--- config.mk ---
export PLATFORM = sky130hd
export DESIGN_NAME = fdtd_reg_word_wr
export DESIGN_NICKNAME = d
export VERILOG_FILES = /design/src/rtl/fdtd_axi_pkg.sv /design/src/rtl/fdtd_reg_word_wr.sv
export SDC_FILE = /design/constraint.sdc
export NUM_CORES = 1
export LEC_CHECK = 0
export ABC_AREA = 1
export BUFFER_PORTS_ARGS = -buffer_cell sky130_fd_sc_hd__buf_2
export CORE_MARGIN = 4
export CORE_UTILIZATION = 31
export CTS_CLUSTER_SIZE = 40
export DETAILED_ROUTE_END_ITERATION = 16
export HOLD_SLACK_MARGIN = 0.15
export PLACE_DENSITY_LB_ADDON = 0.2
export SETUP_SLACK_MARGIN = 0.1
export SLEW_MARGIN = 20
export SYNTH_ARGS = -nofsm -noshare
export SYNTH_HDL_FRONTEND = slang
export SYNTH_SLANG_ARGS = --single-unit
--- constraint.sdc ---
create_clock -name ACLK -period 1.25 [get_ports ACLK]
set_input_delay 0 -clock ACLK [delete_from_list [all_inputs] [get_ports ACLK]]
set_output_delay 0 -clock ACLK [all_outputs]
set_load 0.05 [all_outputs]
--- src/rtl/fdtd_axi_pkg.sv ---
// Shared AXI definitions for the FDTD register-file word adapters (read and write).
package fdtd_axi_pkg;

  localparam logic [1:0] OKAY   = 2'b00;
  localparam logic [1:0] EXOKAY = 2'b01;
  localparam logic [1:0] SLVERR = 2'b10;
  localparam logic [1:0] DECERR = 2'b11;

  typedef enum logic [1:0] {
    WAIT_AWVALID = 2'd0,
    WAIT_WVALID  = 2'd1,
    SEND_RESP    = 2'd2
  } wr_state_e;

  // Upper byte-address bit of the word address field ADDR[msb:2].
  function automatic int unsigned word_addr_msb(input int unsigned word_addr_width);
    return word_addr_width + 1;
  endfunction

endpackage

--- src/rtl/fdtd_reg_word_wr.sv ---
// AXI4 write-channel slave converting AW/W/B traffic into single-cycle
// word-write strobes for the FDTD register file. One transaction at a time.
module fdtd_reg_word_wr
  import fdtd_axi_pkg::*;
#(
  parameter int unsigned AXI4_ADDR_WIDTH = 32,
  parameter int unsigned AXI4_DATA_WIDTH = 32,
  parameter int unsigned AXI4_ID_WIDTH   = 16,
  parameter int unsigned AXI4_USER_WIDTH = 10,
  parameter int unsigned AXI_STRB_WIDTH  = AXI4_DATA_WIDTH / 8,
  parameter int unsigned WORD_ADDR_WIDTH = 4
) (
  input  logic                       ACLK,
  input  logic                       ARESETn,

  input  logic [AXI4_ID_WIDTH-1:0]   AWID_i,
  input  logic [AXI4_ADDR_WIDTH-1:0] AWADDR_i,
  input  logic [7:0]                 AWLEN_i,
  input  logic [2:0]                 AWSIZE_i,
  input  logic [1:0]                 AWBURST_i,
  input  logic                       AWLOCK_i,
  input  logic [3:0]                 AWCACHE_i,
  input  logic [2:0]                 AWPROT_i,
  input  logic [3:0]                 AWREGION_i,
  input  logic [AXI4_USER_WIDTH-1:0] AWUSER_i,
  input  logic [3:0]                 AWQOS_i,
  input  logic                       AWVALID_i,
  output logic                       AWREADY_o,

  input  logic [AXI4_DATA_WIDTH-1:0] WDATA_i,
  input  logic [AXI_STRB_WIDTH-1:0]  WSTRB_i,
  input  logic                       WLAST_i,
  input  logic [AXI4_USER_WIDTH-1:0] WUSER_i,
  input  logic                       WVALID_i,
  output logic                       WREADY_o,

  output logic [AXI4_ID_WIDTH-1:0]   BID_o,
  output logic [1:0]                 BRESP_o,
  output logic [AXI4_USER_WIDTH-1:0] BUSER_o,
  output logic                       BVALID_o,
  input  logic                       BREADY_i,

  output logic                       wvalid_o,
  output logic [WORD_ADDR_WIDTH-1:0] word_addr_o,
  output logic [AXI4_DATA_WIDTH-1:0] data_o,
  output logic [AXI_STRB_WIDTH-1:0]  strb_o
);

  localparam int unsigned ADDR_MSB = word_addr_msb(WORD_ADDR_WIDTH);

  wr_state_e                  state_q, state_d;
  logic [WORD_ADDR_WIDTH-1:0] awaddr_q, awaddr_d;
  logic [7:0]                 awlen_q, awlen_d;
  logic [AXI4_ID_WIDTH-1:0]   bid_q, bid_d;

  // Sideband and upper address bits have no effect on the register write.
  logic unused_inputs;
  assign unused_inputs = ^{AWADDR_i, AWSIZE_i, AWBURST_i, AWLOCK_i, AWCACHE_i,
                           AWPROT_i, AWREGION_i, AWUSER_i, AWQOS_i, WLAST_i, WUSER_i};

  // State and transaction-context registers.
  always_ff @(posedge ACLK or negedge ARESETn) begin
    if (!ARESETn) begin
      state_q  <= WAIT_AWVALID;
      awaddr_q <= '0;
      awlen_q  <= '0;
      bid_q    <= '0;
    end else begin
      state_q  <= state_d;
      awaddr_q <= awaddr_d;
      awlen_q  <= awlen_d;
      bid_q    <= bid_d;
    end
  end

  // Next-state logic and handshake outputs; every burst beat targets the same word.
  always_comb begin
    state_d   = state_q;
    awaddr_d  = awaddr_q;
    awlen_d   = awlen_q;
    bid_d     = bid_q;
    AWREADY_o = 1'b0;
    WREADY_o  = 1'b0;
    BVALID_o  = 1'b0;
    wvalid_o  = 1'b0;
    case (state_q)
      WAIT_AWVALID: begin
        AWREADY_o = 1'b1;
        if (AWVALID_i) begin
          awaddr_d = AWADDR_i[ADDR_MSB:2];
          awlen_d  = AWLEN_i;
          bid_d    = AWID_i;
          state_d  = WAIT_WVALID;
        end
      end
      WAIT_WVALID: begin
        WREADY_o = 1'b1;
        if (WVALID_i) begin
          wvalid_o = 1'b1;
          if (awlen_q == 8'd0) begin
            state_d = SEND_RESP;
          end else begin
            awlen_d = awlen_q - 8'd1;
          end
        end
      end
      SEND_RESP: begin
        BVALID_o = 1'b1;
        if (BREADY_i) begin
          state_d = WAIT_AWVALID;
        end
      end
      default: state_d = WAIT_AWVALID;
    endcase
  end

  assign BID_o       = bid_q;
  assign BRESP_o     = OKAY;
  assign BUSER_o     = '0;
  assign word_addr_o = awaddr_q;
  assign data_o      = WDATA_i;
  assign strb_o      = WSTRB_i;

endmodule

# After elaboration in Yosys (flattened, before gate mapping)
# Index checks and enable logic that the tools add are counted.
[totals] regBits=30 latch_bits=0 mem_bits_rw=0 rom_bits=0 elab_cells=32 n_memories=0
[classes] addsub=1 multipliers=0 n_div=0 n_lt_le_gt_ge=0 eq_ne=7 shift=0 n_mux=14 n_bitwise=0 n_reduce_logical=6
[ops] operator="$mux 8" n=3
[ops] operator="$pmux 8 s2" n=1
[ops] operator="$ne 2x2->1 const B" n=5
[ops] operator="$logic_not 8->1" n=1
[ops] operator="$mux 2" n=4
[ops] operator="$reduce_and 4->1" n=2
[ops] operator="$sub 8x1->8 const B" n=1
[ops] operator="$pmux 2 s3" n=1
[ops] operator="$mux 1" n=5
[ops] operator="$eq 2x1->1 const B" n=1
[ops] operator="$eq 2x2->1 const B" n=1
[ops] operator="$logic_not 2->1" n=1
[ops] operator="$reduce_and 2->1" n=1
[ops] operator="$reduce_bool 2->1" n=1

# Logic depth before layout (Yosys ltp)
# Gate-level depths: netlist of the first run.
[depth] depth_word=4 depth_mapped=10 ltp_nobuf=9

# Worst setup path before layout of the first run
# OpenSTA, ideal clock, no wires.
[synth_timing] path_type="reg-to-reg" start="reg state_q[0]" end="reg bid_q[10] (netlist: BID_o[10])" setup_time_ps=125 arrival_time_ps=1523 required_ps=1125 path_slack_ps=-399 stages_incl_launch_ff=5 path_buffers=1 synth_period_minus_slack_ps=1649 path_cell_list="dfrtp_1 -> nor2_2 -> nand2_2 -> buf_6 -> mux2_4"
[synth_between] elab_chain_cells=2
[synth_lines] item="start, declared" line_no="fdtd_reg_word_wr.sv:51" text="wr_state_e state_q, state_d;"
[synth_lines] item="start signal, assigned" line_no="fdtd_reg_word_wr.sv:69" text="state_q <= state_d;"
[synth_lines] item="$logic_not 2->1" line_no="fdtd_reg_word_wr.sv:86" text="case (state_q)"
[synth_lines] item="$reduce_and 2->1 (no line)"
[synth_lines] item="end signal, assigned" line_no="fdtd_reg_word_wr.sv:72" text="bid_q <= bid_d;"
[synth_lines] item="end, declared" line_no="fdtd_reg_word_wr.sv:54" text="logic [AXI4_ID_WIDTH-1:0] bid_q, bid_d;"
# No other way between the ends.
# A chain may end at the register's enable or synchronous reset.

# Worst setup path in the final report of the first run
[layout_timing] start="reg state_q[1]" end="out wvalid_o"
[layout_between] elab_chain_cells=2
[layout_lines] item="$eq 2x1->1" line_no="fdtd_reg_word_wr.sv:86"
[layout_lines] item="$mux 1" line_no="fdtd_reg_word_wr.sv:86"
[layout_lines] item="end, declared" line_no="fdtd_reg_word_wr.sv:43" text="output logic wvalid_o,"
# No other way between the ends.

==> flow_summary.toml, run 1 <==
[status]
status = "finished, violations left"
violations = "negative setup slack"

[die]
die_w_um = 85.2
coreArea_sq_um = 5640
dieArea_sq_um = 7260
chipHeight_um = 85.2
initial_utilization_pct = 32.8
ios = 211
num_rows = 27

[sta]
timing.hold.ws_ps = 164
fmax_mhz = 785
min_period_over_period_pct = 102
setup_violations = 5
tightest_slew_ps = 512
finalClockSkew_ps = 10.3
slew_headroom_pct = 65.7
slew_viol_final = 0
layout_setup_ws_ps = -23.6
setup_tns_ps = -59.2
rsz0062_at_grt = "true"
final_hold_viol_count = 0
min_period_ps = 1270

[finish]
fin_cells = 391
n_antenna_cell = 0
area_growth_pct = 70.6
mostFrequentLayoutCell = "dlygate4sd3_1"
mostFrequentLayoutCells = "dlygate4sd3_1, buf_2, nand2_1"
drive_gt1_share_pct = 47.6
fill_cells = 493
nNetsFinal = 459

[placed_design]
io_buffers = 56
placed_cells = 304
dp_hpwl_um = 3000
dp_slack_ps = -124
routabilityCongestion = 0.742

[detailed_routing]
avgViaCountPerCell = 4.30
wire_per_inst_um = 12.8
first_pass_iters = 4
final_antenna_net_count = 0
drt_iter0_drc = 32
remaining_drc_errors = 0
num_vias = 1683
wirelength_um = 5010

[synthesis]
syn_inst = 196
ys_seq_area_share_pct = 40.6
yosysUniqueCellTypes = 22
synthesis.area_sq_um = 1850
synth_seq_cells = 30
synth_area_leaders = "dfrtp_1, buf_4, mux2_4"
yosysWarnings = 0
synth_top_area_share_pct = 40.6
postSynthAreaPerCell_sq_um = 9.43
yosysTopAreaCell = "dfrtp_1"

[worst_setup_path]
crit_chain = "inv_2 > nand2_4 > buf_6 > nor2_4 > buf_8"
worstPathRequired_ps = 1250
r2r_slack_ps = -10
reg2reg_to = "BID_o[9]"
crit_path_top_delay_cell = "dfrtp_1"
cp-end-kind = "output pin"
path_max_fanout = 4
critPathKind = "reg -> out"
reg2reg_depth = 4
worstSetupStartpointType = "flip-flop"
arrival_ps = 1270
critPathMaxStageDelay_ps = 420
critPathCapture = "wvalid_o"
reg2reg_from = "state_q[0]"
crit_start = "state_q[1]"

[global_routing]
grt_pass1_vias = 1725
grt_start_max_net_pins = 31
grt-busiest-layer = "met2"
globalRouteMet3Util_pct = 3.11
grt_pass1_wl_um = 7920
met1_usage_pct = 16.8
antenna_found_initial = 0
gr-total-overflow = 0
use_met2_pct = 23.2
track_usage_pct = 13.5

[clocking]
insertion_delay_ps = 270
htreeDepth = 2
cts_sinks = 30
cts_tree = "built"
cts_buffer_depth = 2
clkSlewWorstSetupHoldPaths_ps = 70
cts_root_buf = "clkbuf_8"
numCtsBuffers = 5

[min_path]
min_path_type = "in -> reg"

[job]
cap_violations = 0

[power_and_ir_drop]
cellLeakagePower_nw = 1.56
powerDensity_nw_per_um2 = 2410
power.total_mw = 7.60
max-vdd-ir-drop_v = 0.00145
==> worst min path at each step <==
| stage | from | endpoint | slack, ps | cells after the start |
|---|---|---|---|---|
| 3_3_place_gp | WDATA_i[11] | data_o[11] | 0.3 | 0 |
| 4_1_cts | AWVALID_i | state_q[0] | 170 | 4 |
| 2_1_floorplan | ARESETn | BID_o[0] | -300 | 0 |
| 3_5_place_dp | WDATA_i[11] | data_o[11] | 0.3 | 0 |
| 5_1_grt | AWVALID_i | state_q[0] | 170 | 4 |
| 6_report | AWVALID_i | state_q[0] | 160 | 4 |
==> synth_stat cells <==
master   instances
dfrtp_1         30
nand2_2          3
xor2_1           1
mux2_2          10
buf_4           49
ha_1             2
o31ai_1          1
mux2i_1          1
nand2_1         38
nand3_1         12
inv_2            1
nor2_4           1
o21ai_1          3
inv_1           12
nor2_2           1
buf_6            3
mux2_4          10
o21ai_0          3
o21ai_2          1
conb_1           1
nor2_1          12
nand4_1          1
==> routing by layer <==
layer / up-vias / wire [um]
li1: 809 / -
met1: 778 / 2020
met2: 94 / 2500
met3: 2 / 442
met4: 0 / 39
met5: - / 0
==> stage by stage <==
stage	utilization, %	area [sq um]
final	55.9	3150
after global placement	36.5	2060
after CTS	52.7	2970
after global routing	55.9	3150
after detailed placement	36.5	2060
after floorplan	-	1910
==> kinds of logic after synthesis <==
| logic type | synth area share, % |
|---|---|
| AND/OR/NAND/NOR | 15.7 |
| buffers and inverters | 24.4 |
| flip-flops | 40.6 |
| multiplexers | 14.8 |
| AO/OA/AOI/OAI | 2.50 |
| adder cells (fa/ha/maj) | 1.35 |
| other | 0.203 |
| XOR/XNOR | 0.474 |
==> report_power, final <==
group | internal, mW | total [mW] | switching (mW)
registers | 1.45 | 1.73 | 0.279
clock network | 0.444 | 0.805 | 0.361
logic | 1.97 | 5.07 | 3.10
==> final cells by class <==
cell class,count,area (sq um),share of cell area (%)
Sequential cell,30,752,23.8
Inverter,13,56.3,1.79
Tap cell,72,90.1,2.86
Timing Repair Buffer,155,1300,41.3
Multi-Input combinational cell,113,861,27.3
Clock inverter,1,5.00,0.159
Clock buffer,7,86.3,2.74
==> repair_timing <==
| action | in CTS | in global routing |
|---|---|---|
| cloned | 1 | 0 |
| setup endpoints to repair | 31 | 34 |
| pin swaps | 9 | 9 |
| resized for setup | 30 | 34 |
| endpoints found under the hold margin | 96 | 0 |
| buffers inserted | 6 | 6 |
| hold buffers | 67 | 0 |
==> worst max-delay path, delay by kind of cell (launching register included) <==
family                 cells  cell delay (ps)
flip-flops                 1              420
buffers and inverters      3              390
AND/OR/NAND/NOR            2              190
==> registers in the layout (all words and copies together), names as in the netlist <==
name and count:
BID_o 16, awlen_q 8, word_addr_o 4, state_q 2
Power figures use the tool's default switching activity.
==> run 2: changes to the inputs <==
--- a/config.mk
+++ b/config.mk
@@ -7,6 +7,7 @@
 export LEC_CHECK = 0
 export ABC_AREA = 1
 export BUFFER_PORTS_ARGS = -buffer_cell sky130_fd_sc_hd__buf_2
+export CORE_ASPECT_RATIO = 1.4
 export CORE_MARGIN = 4
 export CORE_UTILIZATION = 31
 export CTS_CLUSTER_SIZE = 40
==> flow_summary.toml, run 2 (synthesis results as in run 1) <==
[status]
status = "finished, violations left"
violations = "negative setup slack"

[detailed_routing]
final_antenna_net_count = 0
drt_iter0_drc = 51
num_vias = 1695
wirelength_um = 4890
first_pass_iters = 4
avgViaCountPerCell = 4.38
wire_per_inst_um = 12.6
remaining_drc_errors = 0

[finish]
nNetsFinal = 457
largest_register_ffs = 16
mostFrequentLayoutCells = "dlygate4sd3_1, buf_2, nand2_1"
n_antenna_cell = 0
fill_cells = 508
mostFrequentLayoutCell = "dlygate4sd3_1"
drive_gt1_share_pct = 46.1
area_growth_pct = 68.6

[sta]
setup_violations = 20
timing.hold.ws_ps = 275
rsz0062_at_grt = "true"
slew_viol_final = 0
slew_headroom_pct = 65.5
tightest_slew_ps = 516
min_period_over_period_pct = 103
min_period_ps = 1290
layout_setup_ws_ps = -35.7
final_hold_viol_count = 0
finalClockSkew_ps = 4.97
fmax_mhz = 778
setup_tns_ps = -183

[global_routing]
grt_pass1_vias = 1747
track_usage_pct = 13.1
grt_pass1_wl_um = 7530
grt_start_max_net_pins = 31
gr-total-overflow = 0
antenna_found_initial = 0

[job]
cap_violations = 0

[die]
coreArea_sq_um = 5820
num_rows = 33
chipHeight_um = 99.4
die_w_um = 73.3
dieArea_sq_um = 7280
ios = 211
initial_utilization_pct = 31.7

[worst_setup_path]
reg2reg_depth = 9
path_max_fanout = 2
critPathKind = "reg -> reg"
cp-end-kind = "flip-flop"
r2r_slack_ps = -40
worstSetupStartpointType = "flip-flop"
worstPathRequired_ps = 1410
reg2reg_from = "awlen_q[1]"
reg2reg_to = "state_q[0]"
arrival_ps = 1450

[placed_design]
dp_slack_ps = -149
io_buffers = 56
dp_hpwl_um = 2890
routabilityCongestion = 0.741

[clocking]
clkSlewWorstSetupHoldPaths_ps = 70
cts_tree = "built"
insertion_delay_ps = 280
htreeDepth = 2
cts_sinks = 30
cts_root_buf = "clkbuf_8"
numCtsBuffers = 5
cts_buffer_depth = 2

[power_and_ir_drop]
powerDensity_nw_per_um2 = 2440
cellLeakagePower_nw = 1.56
power.total_mw = 7.60
max-vdd-ir-drop_v = 0.00153

[min_path]
min_path_type = "in -> async"
## run 2: cell count changes in the layout (fill, tap and decap cells not counted), moves of 2 or more
cell      delta
buf_6        -4
nand2_1      +2
clkbuf_8     +2
nand3_2      -2
nand3_1      +2
buf_4        +2
mux2_2       -3
inv_1        +2
mux2_4       +3
## run 2: layout make-up
class	instances	area (sq um)	share of cell area (%)
flip-flops and latches	30	752	24.1
clock buffers	8	110	3.53
multi-input cells	113	855	27.4
well taps	70	87.6	2.81
inverters	13	51.3	1.65
repair buffers	153	1260	40.4
## run 2: power breakdown
group	total [mW]	internal, mW	switching, mW	leakage, nW
Clock	0.918	0.556	0.362	0.0575
Combinational	4.96	1.91	3.05	1.14
Sequential	1.72	1.45	0.271	0.359
Total	7.60	3.92	3.69	1.56
## run 2: how the worst max path moves through the flow
stage / to / slack, ps / cells past startpoint / from
global placement: awlen_q[3] / -110 / 9 / awlen_q[0]
finish: state_q[0] / -40 / 9 / awlen_q[1]
detailed placement: awlen_q[1] / -150 / 9 / awlen_q[0]
global route: awlen_q[7] / -110 / 9 / awlen_q[1]
floorplan: BID_o[10] / -190 / 4 / state_q[0]
CTS: awlen_q[0] / -40 / 9 / awlen_q[0]
## run 2: layer usage
layer	global-route usage, %	routed length [um]	up-vias
li1	-	-	806
met2	23.6	2600	99
met1	14.4	1790	783
met4	4.55	71	0
met5	0	0	-
met3	3.64	424	7
## run 2: worst max-delay path, stage by stage, from the launching register on
cell and delay [ps]:
dfrtp_1 380, inv_2 90, ha_4 130, nand2_2 50
nor2_4 120, buf_4 120, buf_4 100, nand3_1 70
nand2_1 60, nand2_1 50
## run 2: metrics by stage
stage / area, sq um / instances / util, %
2_1_floorplan: 1910 / 207 / -
3_5_place_dp: 2060 / 306 / 35.4
6_report: 3120 / 387 / 53.5
3_3_place_gp: 2060 / 306 / 35.4
4_1_cts: 3010 / 386 / 51.7
5_1_grt: 3120 / 387 / 53.5
## run 2: what timing repair did
| action | in CTS | in global routing |
|---|---|---|
| hold endpoints to repair | 96 | 0 |
| resized for setup | 38 | 23 |
| pin swaps | 12 | 7 |
| gates cloned | 2 | 0 |
| hold buffers | 68 | 0 |
| endpoints found under the setup margin | 34 | 34 |
| buffers inserted | 2 | 1 |
==> run 3: changes to the inputs <==
==> constraint.sdc (replaced) <==
create_clock -name ACLK -period 1.1 [get_ports ACLK]
set_input_delay 0 -clock ACLK [delete_from_list [all_inputs] [get_ports ACLK]]
set_output_delay 0 -clock ACLK [all_outputs]
set_load 0.05 [all_outputs]
==> flow_summary.toml, run 3 (synthesis results as in run 1) <==
[status]
status = "finished, violations left"
violations = "negative setup slack"

[clocking]
cts_buffer_depth = 2
cts_tree = "built"
cts_root_buf = "clkbuf_8"
hold_buffers = 66
clkSlewWorstSetupHoldPaths_ps = 60
numCtsBuffers = 5
insertion_delay_ps = 280
htreeDepth = 2
cts_sinks = 30

[power_and_ir_drop]
powerDensity_nw_per_um2 = 2750
max-vdd-ir-drop_v = 0.000848
cellLeakagePower_nw = 1.54

[worst_setup_path]
worstSetupStartpointType = "flip-flop"
crit_path_top_delay_cell = "dfrtp_2"
crit_chain = "nor2_4 > nand2_4 > clkbuf_16 > mux2_4"
cp-end-kind = "flip-flop"
reg2reg_to = "BID_o[7]"
cpLargestDelayFamily = "flip-flops"
arrival_ps = 1470
r2r_slack_ps = -210
crit_buf_inv = 1
path_max_fanout = 6
reg2reg_from = "state_q[0]"
critPathKind = "reg -> reg"
critPathMaxStageDelay_ps = 460
worstPathRequired_ps = 1260
reg2reg_depth = 4

[job]
cap_violations = 0

[detailed_routing]
final_antenna_net_count = 0
remaining_drc_errors = 0
num_vias = 1636
drt_iter0_drc = 22
first_pass_iters = 4
wirelength_um = 4730
avgViaCountPerCell = 4.27
wire_per_inst_um = 12.3

[sta]
final_hold_viol_count = 0
finalClockSkew_ps = 6.75
layout_setup_ws_ps = -213
min_period_ps = 1310
setup_violations = 34
slew_viol_final = 0
timing.hold.ws_ps = 25.4
min_period_over_period_pct = 119
rsz0062_at_grt = "true"
fmax_mhz = 762
tightest_slew_ps = 510
slew_headroom_pct = 65.9

[global_routing]
grt_start_max_net_pins = 31
antenna_found_initial = 0
gr-total-overflow = 0
grt_pass1_wl_um = 7270
track_usage_pct = 12.6
grt_pass1_vias = 1698

[die]
chipHeight_um = 99.4
dieArea_sq_um = 7280
coreArea_sq_um = 5820
ios = 211
initial_utilization_pct = 31.7
num_rows = 33
die_w_um = 73.3

[placed_design]
dp_hpwl_um = 2960
io_buffers = 56
dp_slack_ps = -325
postPlaceCellArea_sq_um = 2040
routabilityCongestion = 0.718
placed_cells = 302

[finish]
fin_util_pct = 52.5
area_growth_pct = 65.5
largest_register_ffs = 16
mostFrequentLayoutCells = "dlygate4sd3_1, buf_2, nand2_1"
stdcell_area_sq_um = 3060
fin_cells = 383
n_antenna_cell = 0
drive_gt1_share_pct = 45.7
nNetsFinal = 453
mostFrequentLayoutCell = "dlygate4sd3_1"

[min_path]
whs_path_depth = 4
min_to = "state_q[0]"
min_path_type = "in -> reg"
worstHoldStart = "WVALID_i"
-- run 3: cell types whose count changed in the layout (fill, tap and decap cells not counted), sizes merged --
cell         change
dlygate4sd3      -2
clkinv           +1
nand2            -1
buf              -2
-- run 3: worst reg2reg max path, delay by kind of cell (launching register included) --
family	cells	cell delay [ps]
simple gates	2	270
mux	1	290
flops	1	460
buf+inv	1	180
-- run 3: final cells by class --
cell class              instances  area [sq um]
clock buffers                   7          86.3
fillers                       526          2760
repair buffers                150          1250
well taps                      70          87.6
flip-flops and latches         30           752
clock inverters                 1          5.00
inverters                      13          53.8
multi-input cells             112           825
-- run 3: worst max-delay path by stage --
stage,start,end,cells after the start
after global routing,awlen_q[0],awlen_q[7],9
after floorplan,state_q[0],BID_o[10],4
after global placement,awlen_q[0],awlen_q[3],9
after detailed placement,awlen_q[0],awlen_q[1],9
final,state_q[0],BID_o[7],4
after CTS,awlen_q[0],awlen_q[1],9
-- run 3: per-stage QoR --
step	setup TNS, ps	total power, mW
floorplan	-8360	5.50
global placement	-4710	6.37
detailed placement	-5380	6.39
CTS	-5420	8.15
global route	-7860	8.98
finish	-5690	8.42
-- run 3: what timing repair did --
item                                    4_1_cts  5_1_grt
gates cloned                                  1        1
resized for setup                            32       21
endpoints found under the hold margin        96        1
setup buffers                                 5        3
pin swaps                                    14        9
endpoints found under the setup margin       34       34
-- run 3: power breakdown --
part / switching (mW) / total, mW / internal (mW) / leakage [nW]
sequential: 0.304 / 1.95 / 1.65 / 0.359
combinational: 3.45 / 5.57 / 2.13 / 1.13
clock: 0.396 / 0.900 / 0.504 / 0.0482
total: 4.15 / 8.42 / 4.28 / 1.54
-- run 3: layer usage --
layer  global-route usage (%)  routed length (um)
met5                        0                   0
met4                     4.26                  53
met3                     3.54                 524
met2                     22.0                2370
met1                     14.6                1780
